File: config.mk
export PLATFORM = sky130hd
export DESIGN_NAME = store_monitor_flat
export DESIGN_NICKNAME = d
export VERILOG_FILES = /design/src/rtl/store_monitor_if.sv /design/src/rtl/store_monitor.sv /design/src/flat_wrapper.sv
export SDC_FILE = /design/constraint.sdc
export NUM_CORES = 1
export LEC_CHECK = 0
export ABC_AREA = 1
export ABC_CLOCK_PERIOD_IN_PS = 4400
export CORE_AREA = 2 2 193 290
export CTS_CLUSTER_DIAMETER = 120
export DETAILED_ROUTE_END_ITERATION = 8
export DIE_AREA = 0 0 195 292
export DONT_BUFFER_PORTS = 1
export PLACE_DENSITY = 0.59
export SLEW_MARGIN = 25
export SYNTH_ARGS = -nofsm -noshare
export SYNTH_HDL_FRONTEND = slang
export SYNTH_SLANG_ARGS = --single-unit
File: constraint.sdc
create_clock -name clk -period 4.4 [get_ports clk]
set_input_delay 1.32 -clock clk [delete_from_list [all_inputs] [get_ports clk]]
set_output_delay 1.32 -clock clk [all_outputs]
set_load 0.005 [all_outputs]
File: src/rtl/store_monitor_if.sv
// Store-monitor bus: processor store port in, FIFO readout and status out.
// The slave modport is the monitor itself; the master modport is its observer/driver.
interface store_monitor_if #(
    parameter int DEPTH = 8
);
    localparam int CW = $clog2(DEPTH) + 1;

    logic          memwrite;
    logic [31:0]   dataadr;
    logic [31:0]   writedata;
    logic          rd_en;
    logic          rd_valid;
    logic [31:0]   rd_addr;
    logic [31:0]   rd_data;
    logic [CW-1:0] count;
    logic          overflow;
    logic          done;
    logic          pass;
    logic          fail;
    logic          timeout;
    logic [31:0]   cycle_count;

    modport master (
        output memwrite, dataadr, writedata, rd_en,
        input  rd_valid, rd_addr, rd_data, count, overflow,
               done, pass, fail, timeout, cycle_count
    );

    modport slave (
        input  memwrite, dataadr, writedata, rd_en,
        output rd_valid, rd_addr, rd_data, count, overflow,
               done, pass, fail, timeout, cycle_count
    );
endinterface

File: src/rtl/store_monitor.sv
// Observes processor data-memory stores: captures them in a FWFT FIFO and
// decides pass/fail/timeout from the program-completion store or a cycle budget.
module store_monitor #(
    parameter int          DEPTH     = 8,
    parameter logic [31:0] DONE_ADDR = 32'd84,
    parameter logic [31:0] DONE_DATA = 32'd7,
    parameter logic [31:0] TIMEOUT   = 32'd25
) (
    input  logic           clk,
    input  logic           reset,
    store_monitor_if.slave bus
);
    localparam int AW = $clog2(DEPTH);
    localparam int CW = AW + 1;
    localparam logic [CW-1:0] FULL_CNT = CW'(DEPTH);

    typedef enum logic [1:0] {ST_RUN, ST_PASS, ST_FAIL, ST_TIMEOUT} state_t;

    state_t        r_state;
    logic [31:0]   r_mem_addr [DEPTH];
    logic [31:0]   r_mem_data [DEPTH];
    logic [AW-1:0] r_wr_ptr;
    logic [AW-1:0] r_rd_ptr;
    logic [CW-1:0] r_count;
    logic          r_overflow;
    logic          r_done;
    logic          r_pass;
    logic          r_fail;
    logic          r_timeout;
    logic [31:0]   r_cycle_count;

    logic w_run;
    logic w_empty;
    logic w_full;
    logic w_pop;
    logic w_push_req;
    logic w_push;
    logic w_drop;
    logic w_done_store;

    assign w_run        = (r_state == ST_RUN);
    assign w_empty      = (r_count == '0);
    assign w_full       = (r_count == FULL_CNT);
    assign w_pop        = bus.rd_en && !w_empty;
    assign w_push_req   = w_run && bus.memwrite;
    // A full FIFO still accepts a store when the head leaves on the same edge.
    assign w_push       = w_push_req && (!w_full || w_pop);
    assign w_drop       = w_push_req && w_full && !w_pop;
    assign w_done_store = w_push_req && (bus.dataadr == DONE_ADDR);

    // NOTE: storage array has no reset; contents are masked by r_count, and
    // leaving it unreset lets it map onto plain RAM/flops without reset routing.
    always_ff @(posedge clk) begin
        if (w_push) begin
            r_mem_addr[r_wr_ptr] <= bus.dataadr;
            r_mem_data[r_wr_ptr] <= bus.writedata;
        end
    end

    always_ff @(posedge clk or negedge reset) begin
        if (!reset) begin
            r_wr_ptr   <= '0;
            r_rd_ptr   <= '0;
            r_count    <= '0;
            r_overflow <= 1'b0;
        end else begin
            if (w_push) r_wr_ptr <= r_wr_ptr + AW'(1);
            if (w_pop)  r_rd_ptr <= r_rd_ptr + AW'(1);
            case ({w_push, w_pop})
                2'b10:   r_count <= r_count + CW'(1);
                2'b01:   r_count <= r_count - CW'(1);
                default: r_count <= r_count;
            endcase
            if (w_drop) r_overflow <= 1'b1;
        end
    end

    always_ff @(posedge clk or negedge reset) begin
        if (!reset) begin
            r_state       <= ST_RUN;
            r_done        <= 1'b0;
            r_pass        <= 1'b0;
            r_fail        <= 1'b0;
            r_timeout     <= 1'b0;
            r_cycle_count <= '0;
        end else begin
            case (r_state)
                ST_RUN: begin
                    r_cycle_count <= r_cycle_count + 32'd1;
                    // The completion store outranks a budget expiring on the same edge.
                    if (w_done_store) begin
                        r_done <= 1'b1;
                        if (bus.writedata == DONE_DATA) begin
                            r_state <= ST_PASS;
                            r_pass  <= 1'b1;
                        end else begin
                            r_state <= ST_FAIL;
                            r_fail  <= 1'b1;
                        end
                    end else if (r_cycle_count == TIMEOUT - 32'd1) begin
                        r_state   <= ST_TIMEOUT;
                        r_done    <= 1'b1;
                        r_fail    <= 1'b1;
                        r_timeout <= 1'b1;
                    end
                end
                default: r_state <= r_state;
            endcase
        end
    end

    assign bus.rd_valid    = !w_empty;
    assign bus.rd_addr     = w_empty ? 32'd0 : r_mem_addr[r_rd_ptr];
    assign bus.rd_data     = w_empty ? 32'd0 : r_mem_data[r_rd_ptr];
    assign bus.count       = r_count;
    assign bus.overflow    = r_overflow;
    assign bus.done        = r_done;
    assign bus.pass        = r_pass;
    assign bus.fail        = r_fail;
    assign bus.timeout     = r_timeout;
    assign bus.cycle_count = r_cycle_count;
endmodule

File: src/flat_wrapper.sv
// flat-port wrapper written by rule: the top's interface ports become plain ports
module store_monitor_flat 
#(
    parameter int          DEPTH     = 8,
    parameter logic [31:0] DONE_ADDR = 32'd84,
    parameter logic [31:0] DONE_DATA = 32'd7,
    parameter logic [31:0] TIMEOUT   = 32'd25
)
  (clk, reset, bus_memwrite, bus_dataadr, bus_writedata, bus_rd_en, bus_rd_valid, bus_rd_addr, bus_rd_data, bus_count, bus_overflow, bus_done, bus_pass, bus_fail, bus_timeout, bus_cycle_count);
  store_monitor_if #(.DEPTH(DEPTH)) bus_i ();
  input  logic clk;
  input  logic reset;
  input wire logic [$bits(bus_i.memwrite)-1:0] bus_memwrite;
  input wire logic [$bits(bus_i.dataadr)-1:0] bus_dataadr;
  input wire logic [$bits(bus_i.writedata)-1:0] bus_writedata;
  input wire logic [$bits(bus_i.rd_en)-1:0] bus_rd_en;
  output wire logic [$bits(bus_i.rd_valid)-1:0] bus_rd_valid;
  output wire logic [$bits(bus_i.rd_addr)-1:0] bus_rd_addr;
  output wire logic [$bits(bus_i.rd_data)-1:0] bus_rd_data;
  output wire logic [$bits(bus_i.count)-1:0] bus_count;
  output wire logic [$bits(bus_i.overflow)-1:0] bus_overflow;
  output wire logic [$bits(bus_i.done)-1:0] bus_done;
  output wire logic [$bits(bus_i.pass)-1:0] bus_pass;
  output wire logic [$bits(bus_i.fail)-1:0] bus_fail;
  output wire logic [$bits(bus_i.timeout)-1:0] bus_timeout;
  output wire logic [$bits(bus_i.cycle_count)-1:0] bus_cycle_count;
  assign bus_i.memwrite = bus_memwrite;
  assign bus_i.dataadr = bus_dataadr;
  assign bus_i.writedata = bus_writedata;
  assign bus_i.rd_en = bus_rd_en;
  assign bus_rd_valid = bus_i.rd_valid;
  assign bus_rd_addr = bus_i.rd_addr;
  assign bus_rd_data = bus_i.rd_data;
  assign bus_count = bus_i.count;
  assign bus_overflow = bus_i.overflow;
  assign bus_done = bus_i.done;
  assign bus_pass = bus_i.pass;
  assign bus_fail = bus_i.fail;
  assign bus_timeout = bus_i.timeout;
  assign bus_cycle_count = bus_i.cycle_count;
  store_monitor #(.DEPTH(DEPTH), .DONE_ADDR(DONE_ADDR), .DONE_DATA(DONE_DATA), .TIMEOUT(TIMEOUT)) u_core (.clk(clk), .reset(reset), .bus(bus_i));
endmodule
### Word-level counts from Yosys, hierarchy flattened

Memories as Yosys holds them, arrays and structs flattened.
Index checks and enable logic that the tools add are counted.

| cells by class | value |
|---|---|
| add/sub/neg operators | 5 |
| equal/unequal tests | 7 |
| multiplexer cells | 12 |
| bitwise gates (word level) | 1 |
| reductions and logical operators | 18 |

Operators with widths:

| kind | count |
|---|---|
| 32-bit two-way mux | 2 |
| 32-bit by 1-bit adder with 32-bit output, second input constant | 1 |
| 32-bit by 3-bit == test with 1-bit output, second input constant | 1 |
| 32-bit by 5-bit == test with 1-bit output, second input constant | 1 |
| 32-bit by 7-bit == test with 1-bit output, second input constant | 1 |
| 3-bit AND reduction | 3 |
| 4-bit case mux with 2 select lines | 1 |
| 3-bit by 1-bit adder with 3-bit output, second input constant | 2 |
| 1-bit logical AND | 6 |
| 1-bit two-way mux | 6 |
| 2-bit two-way mux | 3 |
| 4-bit by 1-bit adder with 4-bit output, second input constant | 1 |
| 4-bit == test, second input constant | 1 |
| 4-bit logical NOT | 1 |
| 2-bit nonzero test | 2 |
| 4-bit by 1-bit subtractor with 4-bit output, second input constant | 1 |
| 1-bit logical NOT | 3 |
| 2-bit by 1-bit == test with 1-bit output, second input constant | 1 |
| 2-bit == test, second input constant | 1 |
| 2-bit logical NOT | 1 |
| 2-bit inequality test, second input constant | 1 |
| 2-bit AND reduction | 1 |
| 1-bit logical OR | 1 |
| 1-bit NOT | 1 |

| word-level totals | value |
|---|---|
| register bits after elaboration | 49 |
| bits in writable memories | 512 |
| bits of input ports | 68 |
| logic and storage cells | 55 |
| memories kept | 2 |

Memory list:

| memory | words | bits a word | rd ports | clocked after memory_dff | write ports | RTL line | source |
|---|---|---|---|---|---|---|---|
| u_core.r_mem_addr | 8 | 32 | 1 | 0 | 1 | store_monitor.sv:20 | `logic [31:0] r_mem_addr [DEPTH];` |
| u_core.r_mem_data | 8 | 32 | 1 | 0 | 1 | store_monitor.sv:21 | `logic [31:0] r_mem_data [DEPTH];` |

### Longest topological paths before layout

Gate-level depths: netlist of run 1.

| depth | value |
|---|---|
| depth in word-level cells | 7 |
| depth in mapped cells | 13 |

### Worst setup path after synthesis of run 1

Ideal clock, no wire load.

| path | value |
|---|---|
| path type | input port to flip-flop |
| start point | input port bus_memwrite |
| end point | memory u_core.r_mem_addr[0][0] (enable) |
| library setup time | 486 ps |
| arrival time | 4568 ps |
| setup slack | -655 ps |
| stages | 5 |
| path buffers | 0 |
| cells stage by stage | nand2_1 inv_1 nand2_1 or2_1 nor2_1 |

| on the way | value |
|---|---|
| cells in the longest elaborated chain, start to end | 4 |

Ends and longest elaborated chain:

| item | RTL line | source |
|---|---|---|
| start, declared | flat_wrapper.sv:13 | `input wire logic [$bits(bus_i.memwrite)-1:0] bus_memwrite;` |
| 1-bit logical AND | store_monitor.sv:45 | `assign w_push_req = w_run && bus.memwrite;` |
| 1-bit logical AND | store_monitor.sv:47 | `assign w_push = w_push_req && (!w_full \|\| w_pop);` |
| 1-bit two-way mux | store_monitor.sv:54 | `if (w_push) begin` |
| 1-bit two-way mux (not written as such) | store_monitor.sv:55 | `r_mem_addr[r_wr_ptr] <= bus.dataadr;` |
| end, declared | store_monitor.sv:20 |  |

No other way between the ends.

### Worst setup path in the final report of run 1

| path | value |
|---|---|
| start point | register u_core.r_rd_ptr[0] |
| end point | output port bus_rd_data[12] |

| on the way | value |
|---|---|
| cells in the longest elaborated chain, start to end | 2 |

Ends and longest elaborated chain:

| item | RTL line | source |
|---|---|---|
| start, declared | store_monitor.sv:23 | `logic [AW-1:0] r_rd_ptr;` |
| start signal, assigned | store_monitor.sv:68 | `if (w_pop) r_rd_ptr <= r_rd_ptr + AW'(1);` |
| memory read 8 x 32 bit | -- |  |
| 32-bit two-way mux | store_monitor.sv:114 | `assign bus.rd_data = w_empty ? 32'd0 : r_mem_data[r_rd_ptr];` |
| end, declared | flat_wrapper.sv:19 | `output wire logic [$bits(bus_i.rd_data)-1:0] bus_rd_data;` |

No other way between the ends.

==> metrics.md, run 1 <==
| Metric | Value |
|---|---|
| Layout Cells excl Fill | `2669` |
| Status | `completed` |
| Cell area after layout | `roughly 26000 um2` |
| P_sw | `around 4.8 mW` |
| Root buffer cell | `clkbuf_16` |
| Primary FF master, synth | `edfxtp_1` |
| DP HPWL | `roughly 33000 um` |
| Worst Skew | `36.3 ps` |
| Vias in the first global route | `around 15000` |
| Worst Reg-to-Reg Cells | `9` |
| Worst Path Class, Setup | `reg -> out` |
| Port bufs | `0` |
| Global-route wire length before repair | `87500 um` |
| Final count of negative-setup-slack endpoints | `0` |
| Final Power | `14.3 mW` |
| Crit path launch type | `flip-flop` |
| Nets | `about 2000` |
| Worst slew pin tran | `1030 ps` |
| Top-count cell post-synth | `nor2_1` |
| Sequential area share after synthesis | `71.5%` |
| Mapped Area | `~23000 um2` |
| FF-to-FF setup slack | `between 1500 and 2000 ps` |
| Max VDD drop | `0.000325 V` |
| Sw Ratio | `33.9%` |
| Vias/cell | `roughly 5.4` |
| Detail Route Antenna Nets | `0` |
| Starting Density | `42.7%` |
| Worst Hold Slack | `~420 ps` |
| Arr. time, crit path | `around 2900 ps` |
| Number of antenna diodes | `0` |
| Total Routing Usage GR | `between 20% and 30%` |
| Final core utilization | `a little under half` |
| Sequential share of power | `between 40% and 50%` |
| Total gr overflow | `0` |
| Ports | `174` |
| PwrDens | `roughly 560 nW/um2` |
| Top Metal Used | `met4` |
| Post-Syn Nets | `about 2000` |
| Clock-pin slew on the worst setup and hold paths | `60 ps` |
| Routed WL | `around 57000 um` |
| RePlAce Congestion | `0.833` |
| Die width | `roughly 200 um` |
| EDFF count, synth | `between 500 and 600` |
| 1st-pass router iterations | `8` |
| Syn-to-layout area delta | `9.97%` |
| Num CTS Buffers | `52` |
| Cts hold-fix bufs | `0` |
| Max Slew Vio Count | `0` |
| Leading area contributor after synthesis | `edfxtp_1` |
| Clock Tree Buf Depth | `3` |
| Syn Area/Cell | `approximately 12 um2` |
| Placed cell area | `around 24000 um2` |
| DIE AREA | `roughly 57000 um2` |
| Post-CTS Setup Bufs | `0` |
| Mapped Cells | `~2000` |
| Wire length on met2 | `~29000 um` |
| Largest driver fanout on the critical path | `between 40 and 50` |
| Internal power | `between 9 and 10 mW` |
| Largest net degree at the start of global routing | `130` |
| Synth cell count leaders | `nor2_1, edfxtp_1, o21ai_0` |
| Tmin final | `4170 ps` |
| CTS tree | `yes` |
| DR vias | `roughly 15000` |
| Fmax | `between 200 and 250 MHz` |
| CORE AREA | `around 54000 um2` |
| Synthesized flop and latch total | `561` |
| DRC violations left | `0` |
| Distinct cells, synth | `32` |
| Clock power frac | `just under 30%` |
| Layout cells sized above 1 | `about 6%` |
| Initial antenna violation count | `0` |
| DP Cell Count | `2574` |
| # rows | `105` |
| CTS Sinks | `561` |
| Final period util | `a little over nine tenths` |
| DR WL met3 | `~3500 um` |
| H-tree depth | `2` |
| Hold crit path type | `in -> async` |
| Req. time, crit path | `roughly 3000 ps` |
| Kind of end point of the critical path | `primary output` |
| Chip Height | `just under 300 um` |
| Top cell type's share of synthesized area | `between 60 and 70%` |
| WL met1 | `between 20000 and 25000 um` |
| Headroom to the max-slew limit | `roughly a third` |
| Avg WL per Cell | `21.3 um` |
| Static leakage | `a little under 9 nW` |
| RSZ-0062 raised after global routing | `false` |
| Clk_lat worst skew | `roughly 600 ps` |
| Fin. Hold Viols | `0` |
| Asr flop ratio synth | `~8.7%` |
| Max-cap viol count | `0` |
| Combinational power share | `27.9%` |
| Cts repair resizes | `0` |
| Largest cells by area after synthesis | `edfxtp_1, nor2_1, o21ai_0` |
| Initial drt markers | `between 800 and 900` |
| Yosys warns | `0` |
## path summary, 6_finish.rpt
| check | endpoint | from |
|---|---|---|
| worst max-delay path | bus_rd_data[12] | u_core.r_rd_ptr[0] |
| worst min-delay path | u_core.r_wr_ptr[0] | reset |
| worst max register to register | u_core.r_mem_data[7][4] | u_core.r_state[1] |
| worst min register to register | u_core.r_state[1] | u_core.r_state[1] |
| max in group asynchronous | u_core.bus.cycle_count[11] | reset |
| min in group clk | u_core.r_state[1] | u_core.r_state[1] |
## critical path, stage by stage, from the launching register on
cell,delay [ps]
dfrtp_4,790
buf_4,580
nor2_1,100
nor2_1,90
o21ai_0,90
o21ai_1,100
o21ai_0,90
nor2_1,340
## sequential cells by signal (all words and copies together), names as in the netlist, 2 cells and up
| name | flops |
|---|---|
| u_core.bus.count | 4 |
| u_core.r_mem_addr | 256 |
| u_core.r_mem_data | 256 |
| u_core.r_rd_ptr | 3 |
| u_core.r_state | 2 |
| u_core.bus.cycle_count | 32 |
| u_core.r_wr_ptr | 3 |
## through the flow
step | setup slack (ps) | TNS (ps)
after global placement | 796 | 0
after CTS | 186 | 0
after global routing | 39.6 | 0
final | 233 | 0
after detailed placement | 834 | 0
after floorplan | -655 | -167610
## kinds of logic (layout without fill, tap and decap cells)
group                      Yosys count  count (layout)  synth area share, %
adders and majority gates            5               5                0.270
buffers and inverters              155             182                 3.13
AOI/OAI and AO/OA                  395             395                 8.87
xor gates and xnor gates            24              24                0.906
muxes                               64              64                 2.76
and+or+nand+nor                    743             743                 12.5
DFF                                561             561                 71.5
## routing by layer
metal,track usage [%],vias up
li1,-,6846
met1,23.2,7193
met2,35.6,385
met3,4.91,108
met4,8.62,0
met5,0,-
## cell type report
class,instances,area (um2)
clock buffer,69,1410
clock inverter,26,153
fill,4856,28900
inverter,55,211
multi-input combinational,1231,5940
sequential,561,16600
tap,695,870
timing repair buffer,32,328
## cells in the final DEF, fill, tap and decap left out, types with 2 or more instances in the layout
master,Yosys,routed
edfxtp_1,512,512
nor2_1,516,508
o21ai_0,286,286
nand2_1,161,160
mux2i_1,64,64
o22ai_1,64,64
clkbuf_16,0,54
inv_1,54,53
dfrtp_1,49,46
o21ai_1,44,44
nand3_1,32,32
buf_4,10,25
xor2_1,15,15
clkinv_1,0,15
clkbuf_1,63,15
nor3_1,11,11
xnor2_1,9,9
nor2_4,0,8
clkinv_2,0,7
buf_12,4,7
nor2_2,6,6
nand4_1,6,6
ha_1,5,5
nand3b_1,4,4
nand2_2,2,3
clkinvlp_4,0,2
dfrtp_4,0,2
## power by group through the flow
stage                     sequential (mW)  clock [mW]  combinational, mW
after floorplan                      6.00           0               3.12
after global placement               6.19           0               4.01
after detailed placement             6.20           0               4.06
after CTS                            6.08        4.30               4.08
after global routing                 6.10        4.50               4.51
final                                6.08        4.20               3.98
No activity file was read; power rests on OpenSTA's default activity.
==> run 2: changes to the inputs <==
--- a/config.mk
+++ b/config.mk
@@ -7,13 +7,14 @@
 export LEC_CHECK = 0
 export ABC_AREA = 1
 export ABC_CLOCK_PERIOD_IN_PS = 4400
-export CORE_AREA = 2 2 193 290
+export CORE_AREA = 2 2 168 253
 export CTS_CLUSTER_DIAMETER = 120
 export DETAILED_ROUTE_END_ITERATION = 8
-export DIE_AREA = 0 0 195 292
+export DIE_AREA = 0 0 170 255
 export DONT_BUFFER_PORTS = 1
-export PLACE_DENSITY = 0.59
+export PLACE_DENSITY = 0.75
 export SLEW_MARGIN = 25
 export SYNTH_ARGS = -nofsm -noshare
 export SYNTH_HDL_FRONTEND = slang
 export SYNTH_SLANG_ARGS = --single-unit
+export TNS_END_PERCENT = 30
==> constraint.sdc (replaced) <==
create_clock -name clk -period 4.4 [get_ports clk]
set_input_delay 0.66 -clock clk [delete_from_list [all_inputs] [get_ports clk]]
set_output_delay 0.66 -clock clk [all_outputs]
set_load 0.005 [all_outputs]
==> run 2 against run 1 <==
  * Die area down 24%
  * Global-route usage grew 3.8 points
  * Register-to-register slack hardly changed
  * Critical path type unchanged
  * Utilization grew 14 points
==> metrics.md, run 2 (synthesized netlist as in run 1, its figures left out) <==
| Metric | Value |
|---|---|
| Clock-pin slew on the worst setup and hold paths | `70 ps (was 60 ps)` |
| Commonest cells after routing, fill and taps aside | `edfxtp_1, nor2_1, o21ai_0, nand2_1 (unchanged)` |
| Num CTS Buffers | `49 (was 52)` |
| Die width | `170 um (was 195 um)` |
| WL met1 | `19300 um (was 22200 um)` |
| CTS Sinks | `561 (unchanged)` |
| Fin. Hold Viols | `0 (unchanged)` |
| Arr. time, crit path | `2880 ps (was 2850 ps)` |
| # rows | `92 (was 105)` |
| Wire length on met2 | `26800 um (was 29200 um)` |
| Largest net degree at the start of global routing | `113 (was 130)` |
| Final core utilization | `61.4% (was 46.9%)` |
| Avg WL per Cell | `20.9 um (was 21.3 um)` |
| Status | `completed (unchanged)` |
| Max Slew Vio Count | `0 (unchanged)` |
| DIE AREA | `43400 um2 (was 56900 um2)` |
| Total Routing Usage GR | `23.9% (was 20.1%)` |
| Routed WL | `52000 um (was 57000 um)` |
| PwrDens | `570 nW/um2 (was 559 nW/um2)` |
| Syn-to-layout area delta | `9.61% (was 9.97%)` |
| Max VDD drop | `0.000534 V (was 0.000325 V)` |
| Worst Hold Slack | `162 ps (was 416 ps)` |
| Layout cells sized above 1 | `6.46% (was 6.13%)` |
| Ports | `174 (unchanged)` |
| Largest driver fanout on the critical path | `110 (was 48)` |
| Fmax | `283 MHz (was 240 MHz)` |
| Global-route wire length before repair | `79100 um (was 87500 um)` |
| RePlAce Congestion | `0.900 (was 0.833)` |
| Leading cell type in the layout, fill and taps excluded | `edfxtp_1 (unchanged)` |
| Hold crit path type | `in -> reg (was in -> async)` |
| DR WL met3 | `4150 um (was 3500 um)` |
| Req. time, crit path | `3740 ps (was 3080 ps)` |
| Tmin final | `3540 ps (was 4170 ps)` |
| Nets | `2003 (was 2006)` |
| Kind of end point of the critical path | `primary output (unchanged)` |
| Chip Height | `255 um (was 292 um)` |
| Final count of negative-setup-slack endpoints | `0 (unchanged)` |
| Clk_lat worst skew | `590 ps (was 600 ps)` |
| CORE AREA | `41400 um2 (was 54400 um2)` |
| Number of antenna diodes | `0 (unchanged)` |
| Top Metal Used | `met4 (unchanged)` |
| Final period util | `80.4% (was 94.7%)` |
| DP HPWL | `29400 um (was 32800 um)` |
| Detail Route Antenna Nets | `0 (unchanged)` |
| DR vias | `14655 (was 14532)` |
| Root buffer cell | `clkbuf_16 (unchanged)` |
| Static leakage | `8.74 nW (was 8.68 nW)` |
| DRC violations left | `0 (unchanged)` |
| Initial antenna violation count | `0 (unchanged)` |
| Vias in the first global route | `14438 (was 14844)` |
| Crit path launch type | `flip-flop (unchanged)` |
| Total gr overflow | `0 (unchanged)` |
| Worst slew pin tran | `958 ps (was 1030 ps)` |
| 1st-pass router iterations | `7 (was 8)` |
| RSZ-0062 raised after global routing | `false (unchanged)` |
| Post-CTS Setup Bufs | `0 (unchanged)` |
| Max-cap viol count | `0 (unchanged)` |
| Clock Tree Buf Depth | `3 (unchanged)` |
| Initial drt markers | `1218 (was 823)` |
| H-tree depth | `2 (unchanged)` |
| CTS tree | `yes (unchanged)` |
| Headroom to the max-slew limit | `36.2% (was 31.4%)` |
| Port bufs | `0 (unchanged)` |
| Starting Density | `56.0% (was 42.7%)` |
| Final setup TNS | `0 ps (unchanged)` |
| Worst Path Class, Setup | `reg -> out (unchanged)` |
| Worst Skew | `21.6 ps (was 36.3 ps)` |
| Vias/cell | `5.90 (was 5.44)` |
==> run 2: routing by layer <==
metal | vias up | global-route usage (%)
li1 | 6829 | -
met1 | 7195 | 28.2
met2 | 531 | 42.1
met3 | 100 | 5.98
met4 | 0 | 9.50
met5 | - | 0
==> run 2: metrics by stage <==
stage | power (mW) | instance area [um2] | setup slack (ps) | std cells
after floorplan | 9.12 | 23200 | 5.27 | 1947
after global placement | 9.97 | 23700 | 1510 | 2393
after detailed placement | 10.1 | 23700 | 1490 | 2393
after CTS | 14.6 | 25400 | 859 | 2481
after global routing | 15.2 | 25400 | 764 | 2482
final | 14.5 | 25400 | 865 | 2482
==> run 2: final timing paths <==
check | startpoint | endpoint | slack, ps | cells after the start
max | u_core.r_rd_ptr[0] | bus_rd_addr[6] | 860 | 6
min | bus_dataadr[11] | u_core.r_mem_addr[0][11] | 160 | 0
max reg2reg | u_core.r_state[1] | u_core.r_mem_addr[4][0] | 1620 | 7
min reg2reg | u_core.r_state[1] | u_core.r_state[1] | 510 | 2
max in group asynchronous | reset | u_core.r_rd_ptr[1] | 3560 | 2
min in group asynchronous | reset | u_core.bus.cycle_count[30] | 600 | 2
==> run 2: report_power, final <==
part | switching [mW] | total (mW) | internal, mW
combinational | 2.76 | 4.03 | 1.27
clock | 1.88 | 4.48 | 2.61
sequential | 0.133 | 5.99 | 5.85
==> run 2: cell type report <==
cell class,count,area (um2)
Sequential cell,561,16600
Fill cell,3122,16000
Multi-Input combinational cell,1231,5950
Clock buffer,56,1270
Tap cell,517,647
Clock inverter,30,395
Timing Repair Buffer,32,349
Inverter,55,214
==> run 2: worst max-delay path, stage by stage, from the launching register on <==
cell and delay (ps):
dfrtp_4 560, inv_6 660, buf_4 370, nor2_1 80
o21ai_0 220, o21ai_0 120, nor2_1 210
==> run 2: timing repair <==
item,in CTS,in global routing
gates resized for setup,0,0
endpoints found under the setup margin,0,0
hold endpoints to repair,49,0
hold buffers,2,0
